$ cat config.mk
export PLATFORM = sky130hd
export DESIGN_NAME = irom_uart_loader
export DESIGN_NICKNAME = d
export VERILOG_FILES = /design/src/rtl/loader_pkg.sv /design/src/rtl/uart_rx.sv /design/src/rtl/irom_uart_loader.sv
export SDC_FILE = /design/constraint.sdc
export NUM_CORES = 1
export LEC_CHECK = 0
export CELL_PAD_IN_SITES_DETAIL_PLACEMENT = 1
export CELL_PAD_IN_SITES_GLOBAL_PLACEMENT = 1
export CORE_MARGIN = 3
export CORE_UTILIZATION = 41
export DETAILED_ROUTE_END_ITERATION = 10
export GPL_TIMING_DRIVEN = 0
export PLACE_DENSITY_LB_ADDON = 0.2
export SYNTH_ARGS = -nofsm -noshare
export SYNTH_HDL_FRONTEND = slang
export SYNTH_SLANG_ARGS = --single-unit
$ cat constraint.sdc
create_clock -name clk -period 2.4 [get_ports clk]
set_input_delay 0.24 -clock clk [delete_from_list [all_inputs] [get_ports clk]]
set_output_delay 0.24 -clock clk [all_outputs]
set_load 0.01 [all_outputs]
$ cat src/rtl/loader_pkg.sv
//------------------------------------------------------------------------------
// loader_pkg
// Shared definitions for the UART boot loader (irom_uart_loader) and its
// receiver front end (uart_rx).
//   - loader_state_e : frame FSM states
//   - rx_state_e     : serial receiver states
//   - MAGIC_DEFAULT  : default frame start byte
//   - POS_*          : byte positions inside a frame header
//   - clks_per_bit() : bit period in clocks, floored, never below 4
//------------------------------------------------------------------------------
`timescale 1ns/1ps
package loader_pkg;

    typedef enum logic [2:0] {
        ST_IDLE,
        ST_CNT_LO,
        ST_CNT_HI,
        ST_DATA,
        ST_CSUM,
        ST_DONE,
        ST_ERR
    } loader_state_e;

    typedef enum logic [1:0] {
        RX_IDLE,
        RX_START,
        RX_DATA,
        RX_STOP
    } rx_state_e;

    localparam logic [7:0] MAGIC_DEFAULT = 8'hA5;

    // Byte positions of the frame header; data starts at POS_DATA.
    localparam int POS_MAGIC  = 0;
    localparam int POS_CNT_LO = 1;
    localparam int POS_CNT_HI = 2;
    localparam int POS_DATA   = 3;

    localparam int BYTES_PER_WORD   = 4;
    localparam int MIN_CLKS_PER_BIT = 4;

    function automatic int clks_per_bit(input int clk_freq, input int baud);
        int c;
        c = clk_freq / baud;
        return (c < MIN_CLKS_PER_BIT) ? MIN_CLKS_PER_BIT : c;
    endfunction

endpackage

$ cat src/rtl/uart_rx.sv
//------------------------------------------------------------------------------
// uart_rx
// 8N1 serial receiver with a 2-flop input synchronizer and mid-bit sampling.
// Ports:
//   clk        in   system clock
//   rst_n      in   asynchronous active-low reset
//   rxd        in   serial line, idle high, asynchronous to clk
//   byte_valid out  one-cycle pulse, byte_data holds a received byte
//   byte_data  out  last received byte (LSB first on the wire)
//   frm_err    out  one-cycle pulse, stop bit was sampled low (byte dropped)
// Parameter CLKS_PER_BIT: bit period in clk cycles (>= 4).
//------------------------------------------------------------------------------
`timescale 1ns/1ps
module uart_rx
    import loader_pkg::*;
#(
    parameter int CLKS_PER_BIT = 16
) (
    input  logic       clk,
    input  logic       rst_n,
    input  logic       rxd,
    output logic       byte_valid,
    output logic [7:0] byte_data,
    output logic       frm_err
);

    localparam int CNT_W = $clog2(CLKS_PER_BIT);
    localparam logic [CNT_W-1:0] BIT_LAST  = CNT_W'(CLKS_PER_BIT - 1);
    localparam logic [CNT_W-1:0] HALF_LAST = CNT_W'(CLKS_PER_BIT / 2 - 1);

    logic [1:0]       sync_reg;
    logic             rx_prev_reg;
    logic             rx_sync;

    rx_state_e        state_reg, state_next;
    logic [CNT_W-1:0] cnt_reg, cnt_next;
    logic [2:0]       bit_idx_reg, bit_idx_next;
    logic [7:0]       shift_reg, shift_next;
    logic             byte_valid_reg, byte_valid_next;
    logic             frm_err_reg, frm_err_next;

    assign rx_sync = sync_reg[1];

    always_ff @(posedge clk or negedge rst_n) begin
        if (!rst_n) begin
            sync_reg       <= 2'b11;
            rx_prev_reg    <= 1'b1;
            state_reg      <= RX_IDLE;
            cnt_reg        <= '0;
            bit_idx_reg    <= '0;
            shift_reg      <= '0;
            byte_valid_reg <= 1'b0;
            frm_err_reg    <= 1'b0;
        end else begin
            sync_reg       <= {sync_reg[0], rxd};
            rx_prev_reg    <= rx_sync;
            state_reg      <= state_next;
            cnt_reg        <= cnt_next;
            bit_idx_reg    <= bit_idx_next;
            shift_reg      <= shift_next;
            byte_valid_reg <= byte_valid_next;
            frm_err_reg    <= frm_err_next;
        end
    end

    always_comb begin
        state_next      = state_reg;
        cnt_next        = cnt_reg;
        bit_idx_next    = bit_idx_reg;
        shift_next      = shift_reg;
        byte_valid_next = 1'b0;
        frm_err_next    = 1'b0;
        case (state_reg)
            RX_IDLE: begin
                // Edge, not level: a line held low after a framing error
                // must not look like a new start bit.
                if (rx_prev_reg && !rx_sync) begin
                    state_next = RX_START;
                    cnt_next   = '0;
                end
            end
            RX_START: begin
                if (cnt_reg == HALF_LAST) begin
                    cnt_next     = '0;
                    bit_idx_next = '0;
                    state_next   = rx_sync ? RX_IDLE : RX_DATA;
                end else begin
                    cnt_next = cnt_reg + CNT_W'(1);
                end
            end
            RX_DATA: begin
                // Counting a full bit from the start-bit centre lands
                // every sample at the centre of the next bit.
                if (cnt_reg == BIT_LAST) begin
                    cnt_next   = '0;
                    shift_next = {rx_sync, shift_reg[7:1]};
                    if (bit_idx_reg == 3'd7) begin
                        state_next = RX_STOP;
                    end else begin
                        bit_idx_next = bit_idx_reg + 3'd1;
                    end
                end else begin
                    cnt_next = cnt_reg + CNT_W'(1);
                end
            end
            RX_STOP: begin
                if (cnt_reg == BIT_LAST) begin
                    cnt_next   = '0;
                    state_next = RX_IDLE;
                    if (rx_sync) begin
                        byte_valid_next = 1'b1;
                    end else begin
                        frm_err_next = 1'b1;
                    end
                end else begin
                    cnt_next = cnt_reg + CNT_W'(1);
                end
            end
            default: state_next = RX_IDLE;
        endcase
    end

    // shift_reg is untouched until the next start bit's first data sample,
    // so it is a stable byte_data for the consumer.
    assign byte_valid = byte_valid_reg;
    assign byte_data  = shift_reg;
    assign frm_err    = frm_err_reg;

endmodule

$ cat src/rtl/irom_uart_loader.sv
//------------------------------------------------------------------------------
// irom_uart_loader
// Boot loader: receives a program image over UART and writes it into the
// instruction ROM write port, holding the CPU in reset until the image is in.
// Frame: MAGIC, CNT_LO, CNT_HI, N little-endian 32-bit words [, CSUM].
// Ports:
//   clk        in   system clock
//   rst_n      in   asynchronous active-low reset
//   uart_rxd   in   8N1 serial input, idle high
//   irom_we    out  one-cycle ROM write strobe
//   irom_addr  out  ROM word address
//   irom_wdata out  ROM write data (holds after the strobe)
//   cpu_rst_n  out  CPU reset, released together with load_done
//   load_done  out  image written and accepted
//   load_err   out  last frame rejected
// Optional feature macro: LOADER_CHECKSUM_EN adds a trailing XOR checksum
// byte over all 4N data bytes.
//------------------------------------------------------------------------------
`timescale 1ns/1ps
module irom_uart_loader
    import loader_pkg::*;
#(
    parameter int         CLK_FREQ = 50_000_000,
    parameter int         BAUD     = 115200,
    parameter int         ADDR_W   = 10,
    parameter logic [7:0] MAGIC    = MAGIC_DEFAULT
) (
    input  logic              clk,
    input  logic              rst_n,
    input  logic              uart_rxd,
    output logic              irom_we,
    output logic [ADDR_W-1:0] irom_addr,
    output logic [31:0]       irom_wdata,
    output logic              cpu_rst_n,
    output logic              load_done,
    output logic              load_err
);

    localparam int          CLKS_PER_BIT = clks_per_bit(CLK_FREQ, BAUD);
    localparam logic [31:0] CAPACITY     = 32'd1 << ADDR_W;

`ifdef LOADER_CHECKSUM_EN
    localparam loader_state_e ST_TAIL = ST_CSUM;
`else
    localparam loader_state_e ST_TAIL = ST_DONE;
`endif

    logic        rx_valid;
    logic [7:0]  rx_data;
    logic        rx_frm_err;

    loader_state_e     state_reg, state_next;
    logic [7:0]        cnt_lo_reg;
    logic [15:0]       words_left_reg;
    logic [23:0]       word_reg;        // first three bytes of the current word
    logic [1:0]        byte_idx_reg;
    logic              irom_we_reg;
    logic [ADDR_W-1:0] irom_addr_reg;
    logic [31:0]       irom_wdata_reg;
    logic              load_done_reg;
    logic              load_err_reg;
    logic              cpu_rst_n_reg;
`ifdef LOADER_CHECKSUM_EN
    logic [7:0]        csum_reg;
`endif

    logic [15:0] count_full;
    logic [31:0] word_assembled;
    logic        word_last;

    assign count_full     = {rx_data, cnt_lo_reg};
    assign word_assembled = {rx_data, word_reg};
    assign word_last      = (byte_idx_reg == 2'(BYTES_PER_WORD - 1));

    uart_rx #(
        .CLKS_PER_BIT (CLKS_PER_BIT)
    ) u_rx (
        .clk        (clk),
        .rst_n      (rst_n),
        .rxd        (uart_rxd),
        .byte_valid (rx_valid),
        .byte_data  (rx_data),
        .frm_err    (rx_frm_err)
    );

    always_ff @(posedge clk or negedge rst_n) begin
        if (!rst_n) begin
            state_reg <= ST_IDLE;
        end else begin
            state_reg <= state_next;
        end
    end

    always_comb begin
        state_next = state_reg;
        if (rx_frm_err && (state_reg != ST_IDLE) && (state_reg != ST_DONE)) begin
            state_next = ST_ERR;
        end else if (rx_valid) begin
            case (state_reg)
                ST_IDLE, ST_ERR: begin
                    if (rx_data == MAGIC) state_next = ST_CNT_LO;
                end
                ST_CNT_LO: state_next = ST_CNT_HI;
                ST_CNT_HI: begin
                    // Exactly 2^ADDR_W words is legal and fills the ROM.
                    if ({16'd0, count_full} > CAPACITY) begin
                        state_next = ST_ERR;
                    end else if (count_full == 16'd0) begin
                        state_next = ST_TAIL;
                    end else begin
                        state_next = ST_DATA;
                    end
                end
                ST_DATA: begin
                    if (word_last && (words_left_reg == 16'd1)) state_next = ST_TAIL;
                end
`ifdef LOADER_CHECKSUM_EN
                ST_CSUM: state_next = (rx_data == csum_reg) ? ST_DONE : ST_ERR;
`endif
                default: state_next = state_reg;
            endcase
        end
    end

    always_ff @(posedge clk or negedge rst_n) begin
        if (!rst_n) begin
            cnt_lo_reg     <= '0;
            words_left_reg <= '0;
            word_reg       <= '0;
            byte_idx_reg   <= '0;
            irom_we_reg    <= 1'b0;
            irom_addr_reg  <= '0;
            irom_wdata_reg <= '0;
            load_done_reg  <= 1'b0;
            load_err_reg   <= 1'b0;
            cpu_rst_n_reg  <= 1'b0;
`ifdef LOADER_CHECKSUM_EN
            csum_reg       <= '0;
`endif
        end else begin
            irom_we_reg <= 1'b0;
            // Address advances the cycle after the strobe so it is stable
            // while irom_we is high.
            if (irom_we_reg) begin
                irom_addr_reg <= irom_addr_reg + ADDR_W'(1);
            end
            if (rx_valid) begin
                case (state_reg)
                    ST_IDLE, ST_ERR: begin
                        if (rx_data == MAGIC) begin
                            irom_addr_reg <= '0;
                            byte_idx_reg  <= '0;
`ifdef LOADER_CHECKSUM_EN
                            csum_reg      <= '0;
`endif
                        end
                    end
                    ST_CNT_LO: cnt_lo_reg <= rx_data;
                    ST_CNT_HI: words_left_reg <= count_full;
                    ST_DATA: begin
                        word_reg     <= {rx_data, word_reg[23:8]};
                        byte_idx_reg <= byte_idx_reg + 2'd1;
`ifdef LOADER_CHECKSUM_EN
                        csum_reg     <= csum_reg ^ rx_data;
`endif
                        if (word_last) begin
                            irom_we_reg    <= 1'b1;
                            irom_wdata_reg <= word_assembled;
                            words_left_reg <= words_left_reg - 16'd1;
                        end
                    end
                    default: ;
                endcase
            end
            // Status flags follow the next state directly so they change
            // on the same edge as the state register.
            load_done_reg <= (state_next == ST_DONE);
            cpu_rst_n_reg <= (state_next == ST_DONE);
            load_err_reg  <= (state_next == ST_ERR);
        end
    end

    assign irom_we    = irom_we_reg;
    assign irom_addr  = irom_addr_reg;
    assign irom_wdata = irom_wdata_reg;
    assign load_done  = load_done_reg;
    assign load_err   = load_err_reg;
    assign cpu_rst_n  = cpu_rst_n_reg;

endmodule

Word-level counts from Yosys, hierarchy flattened
Cells that the tools add are included.

storage, ports and cells
  logic and storage cells = 109
  input bits = 3
  flip-flop bits (word level) = 125

cells by class
  $add $sub $neg = 5
  reduce and logical (&&, ||, !) cells = 22
  eq/ne operators = 24
  order comparisons = 1
  multiplexer cells = 39

operators with widths
  cell                   count
  $mux 10                4
  $pmux 16 s2            1
  $mux 3                 9
  $mux 9                 3
  $pmux 9 s3             1
  $eq 16x1->1 const B    1
  $gt 16x11->1 const B   1
  $logic_not 16->1       1
  $mux 16                1
  $sub 16x1->16 const B  1
  $mux 2                 7
  $eq 3x3->1 const B     4
  $pmux 3 s4             1
  $add 10x1->10 const B  1
  $ne 2x1->1 const B     5
  $add 9x1->9 const B    1
  $eq 9x8->1 const B     1
  $eq 9x9->1 const B     1
  $mux 1                 9
  $reduce_and 3->1       3
  $eq 8x8->1 const B     1
  $pmux 2 s4             1
  $eq 2x2->1 const B     3
  $eq 3x2->1 const B     2
  18 further kinds       28

Longest topological paths before layout
Gate-level depths: netlist (run 1).

  depth in word-level cells = 7
  mapped depth = 8

By module
A second synthesis (run 1) with hierarchy kept.

second synthesis, totals
  cells, all modules = 499
  area total of the unflattened synthesis = 5841.9 um^2

modules (own cells, without submodules)
  module            cells each  instances  area each (um^2)
  irom_uart_loader  375         1          4486.8
  uart_rx           124         1          1355.0

Worst setup path after synthesis (run 1)
OpenSTA, ideal clock, no wires.

  kind = flip-flop to flip-flop
  from = reg words_left_reg[4]
  to = reg words_left_reg[15]
  data arrival time = 2.343 ns
  stages on the path, launching flop included = 8
  setup slack = -0.043 ns
  period minus slack after synthesis = 2.443 ns
  cell sequence = dfrtp_1 > or3_1 > buf_2 > or3_1 > buf_6 > or4_4 > o31a_1 > a311oi_1

between the ends
  cells in the longest elaborated chain, start to end = 3

RTL lines
  item                    RTL line                 RTL
  from (decl)             irom_uart_loader.sv:54   logic [15:0] words_left_reg;
  from (signal assigned)  irom_uart_loader.sv:159  ST_CNT_HI: words_left_reg <= count_full;
  from (signal assigned)  irom_uart_loader.sv:169  words_left_reg <= words_left_reg - 16'd1;
  $sub 16x1->16           irom_uart_loader.sv:169
  $mux 16                 irom_uart_loader.sv:166  if (word_last) begin
  $pmux 16 s2             irom_uart_loader.sv:148  case (state_reg)

Every way passes these cells. The select of a mux whose other input is x is not followed.
A chain may end at the register's enable or synchronous reset.

Final worst setup path (run 1)
Ends and elaborated chain as after synthesis.

==> impl_metrics.tcl, run 1 <==
set metrics [dict create \
    status "complete, but fails checks" \
    failed_checks "negative setup slack" \
    slew_viol_final 0 \
    cpPeakStageDelay_ps 550 \
    finalPower_mw 5.04 \
    io_pins 49 \
    max_slew.worst_pin.slew_ps 709 \
    synth_xor_area_share_pct 1.71 \
    area_growth_pct 26.0 \
    final_cells 797 \
    path_cells "or3_4, or3_4, or4_4, o31a_1, a311oi_2" \
    endpoint_kind "flop" \
    clk_pin_slew_worst_paths_ps 60 \
    grt_max_degree 66 \
    place.gp.congestion 0.858 \
    power_leakage_nw 3.38 \
    dieArea_mm2 0.0152 \
    netlist_instances 534 \
    cts_root_buf "clkbuf_16" \
    ys_seq_area_share_pct 55.7 \
    multiInputGateArea_mm2 0.00239 \
    setup_viol 1 \
    min_period_over_period_pct 101 \
    vias 4353 \
    cp.required_ps 2710 \
    grt_overflow 0 \
    die_w_um 123 \
    portBuffers 48 \
    synth_compound_area_share_pct 9.59 \
    wl_per_cell_um 17.8 \
    synth_top_family_by_area "simple AND/OR/NAND/NOR gates" \
    period_needed_ps 2410 \
    yosys.area_share.simple_pct 18.5 \
    numCtsBuffers 17 \
    yosysUniqueCellTypes 54 \
    tritoncts "built" \
    fin_tns_setup_ps -12.5 \
    drt_iter0_markers 238 \
    synth_mux_area_share_pct 9.77 \
    cpMaxStageDelayCell "or4_4" \
    cap_violations 0 \
    seq_area_mm2 0.00313 \
    avgSynthCellArea_um2 10.5 \
    clock_path_buffers 2 \
    r2r_start "words_left_reg[4]" \
    cp.arrival_ps 2730 \
    holdWs_ps 228 \
    grt_pass1_vias 4631 \
    rsz0062_at_grt "true" \
    min_from "uart_rxd" \
    drt-pass1-iter-count 4 \
    synthArstFlopShare_pct 100 \
    cts.htree.levels 4 \
    p_per_area_mw_per_mm2 712 \
    diodes 0 \
    fin_ws_ps -12.5 \
    cp-startpoint "words_left_reg[4]" \
    globalRouteTotalUtil_pct 19.9 \
    dp_slack_ps -340 \
    syn_area_mm2 0.00562 \
    drive_gt1_share_pct 17.7 \
    hold_violations 0 \
    path_common_cell "or3_4" \
    drtAntennaViolNets 0 \
    n_fill_cell 1467 \
    synth-seq-cells 125 \
    path_class "flop to flop" \
    clk_latency_ps 410 \
    crit_path_max_fanout 5 \
    synth_edf_count 0 \
    yosysWarningCount 0 \
    die_h_um 123 \
    max-vdd-ir-drop_v 0.000339 \
    stdcell_area_mm2 0.00709 \
    slew_headroom_pct 52.3 \
    drt-total-wl_mm 14.2 \
    yosys_most_used_dff "dfrtp_1" \
    clock-sinks 125 \
    start_util_pct 42.1 \
    dp_hpwl_mm 9.69 \
    placed_cells 759 \
    start_kind "flop" \
    final_nets 620 \
    worst_hold_path_type "primary input to flop" \
    vias_per_cell 5.46 \
    coreArea_mm2 0.0133 \
    yosys.area_share.adder_pct 2.00 \
    placed_cell_area_mm2 0.00637 \
    antenna_found_initial 0 \
    synth_nets 546 \
    fmax_ghz 0.415 \
    clock_skew_ps 6.36 \
    fin_util_pct 53.1 \
    largest_reg_flops 32 \
    grt_pass1_wl_mm 23.2 \
    num_rows 42 \
    drc 0 \
]
-- power by group --
| group | leakage (nW) | switching [mW] | internal (mW) |
|---|---|---|---|
| logic | 1.37 | 0.0998 | 0.0772 |
| clock network | 0.291 | 0.990 | 1.65 |
| registers | 1.72 | 0.0662 | 2.16 |
| total | 3.38 | 1.16 | 3.89 |
-- logic make-up (layout without fill, tap and decap cells) --
family	after synthesis	in the layout
simple gates	214	214
mux	49	49
flops	125	125
fa+ha+maj	9	9
buf+inv	38	125
compound gates	88	88
xor+xnor	11	11
-- layer usage --
metal	global-route usage, %	share of wire, %	vias to the layer above
met1	24.1	44	2225
met4	7.34	1.6	0
met2	34.9	52	71
met3	4.16	3.0	21
li1	-	-	2036
met5	0	0	-
-- synth_stat cells (all sizes together), types with 3 or more instances --
| master | number | area (um2) |
|---|---|---|
| nor3b | 6 | 45.0 |
| nand2 | 90 | 338 |
| nor4 | 7 | 50.1 |
| dfstp | 3 | 78.8 |
| and3 | 7 | 43.8 |
| o31ai | 3 | 22.5 |
| nand4 | 6 | 37.5 |
| inv | 14 | 52.6 |
| nor2b | 4 | 25.0 |
| mux2 | 47 | 529 |
| xor2 | 10 | 87.6 |
| clkbuf | 21 | 78.8 |
| a21oi | 18 | 90.1 |
| a21o | 5 | 37.5 |
| or4 | 3 | 26.3 |
| o21ai | 35 | 175 |
| o22ai | 3 | 18.8 |
| nor3 | 14 | 70.1 |
| nand2b | 6 | 37.5 |
| nor2 | 35 | 131 |
| o211ai | 3 | 22.5 |
| nand3 | 17 | 85.1 |
| buf | 3 | 23.8 |
| or3 | 5 | 31.3 |
| and4 | 4 | 35.0 |
| a22o | 3 | 26.3 |
| a22oi | 4 | 30.0 |
| ha | 9 | 113 |
| dfrtp | 122 | 3050 |
-- final timing paths --
| check | end | slack (ps) | depth (start not counted) |
|---|---|---|---|
| min in group asynchronous | irom_wdata[4] | 380 | 2 |
| setup / recovery | words_left_reg[15] | -10 | 5 |
| max in group asynchronous | u_rx.sync_reg[0] | 1260 | 3 |
| setup reg to reg | words_left_reg[15] | -10 | 5 |
| hold / removal | u_rx.sync_reg[0] | 230 | 1 |
| hold reg to reg | u_rx.sync_reg[1] | 360 | 0 |
-- cells in the final DEF, fill, tap and decap left out, drive strengths merged, types with 7 or more instances in the layout --
cell and count:
ha 9, dfrtp 122, nor3 14, o21ai 35, inv 18, nand2 90
clkdlybuf4s50 47, nor4 7, mux2 47, a21oi 18, buf 10, nor2 35
xor2 10, nand3 17, and3 7, clkbuf 38
-- critical path, delay by kind of cell, from the launching register on --
kind / cells / cell delay (ps)
and+or+nand+nor: 3 / 1380
AOI/OAI and AO/OA: 2 / 500
DFF: 1 / 420
-- area by class of cell --
| type | count | share of cell area [%] |
|---|---|---|
| Sequential cell | 125 | 44.2 |
| Multi-Input combinational cell | 371 | 33.8 |
| Timing Repair Buffer | 57 | 8.07 |
| Clock buffer | 17 | 6.00 |
| Tap cell | 176 | 3.11 |
| Clock inverter | 15 | 2.65 |
| Buffer | 22 | 1.41 |
| Inverter | 14 | 0.742 |
-- what timing repair did --
item,CTS,global route
resized for setup,10,7
buffers inserted,3,4
hold endpoints to repair,60,0
pin swaps,4,5
hold buffers,1,0
setup endpoints to repair,42,47
No activity file was read; power rests on OpenSTA's default activity.
==> inputs of run 2 (changes only) <==
--- a/config.mk
+++ b/config.mk
@@ -11,6 +11,7 @@
 export CORE_UTILIZATION = 41
 export DETAILED_ROUTE_END_ITERATION = 10
 export GPL_TIMING_DRIVEN = 0
+export HOLD_SLACK_MARGIN = 0.05
 export PLACE_DENSITY_LB_ADDON = 0.2
 export SYNTH_ARGS = -nofsm -noshare
 export SYNTH_HDL_FRONTEND = slang
==> results of run 2 <==
No change in the layout: final DEF, timing and power equal those of run 1.
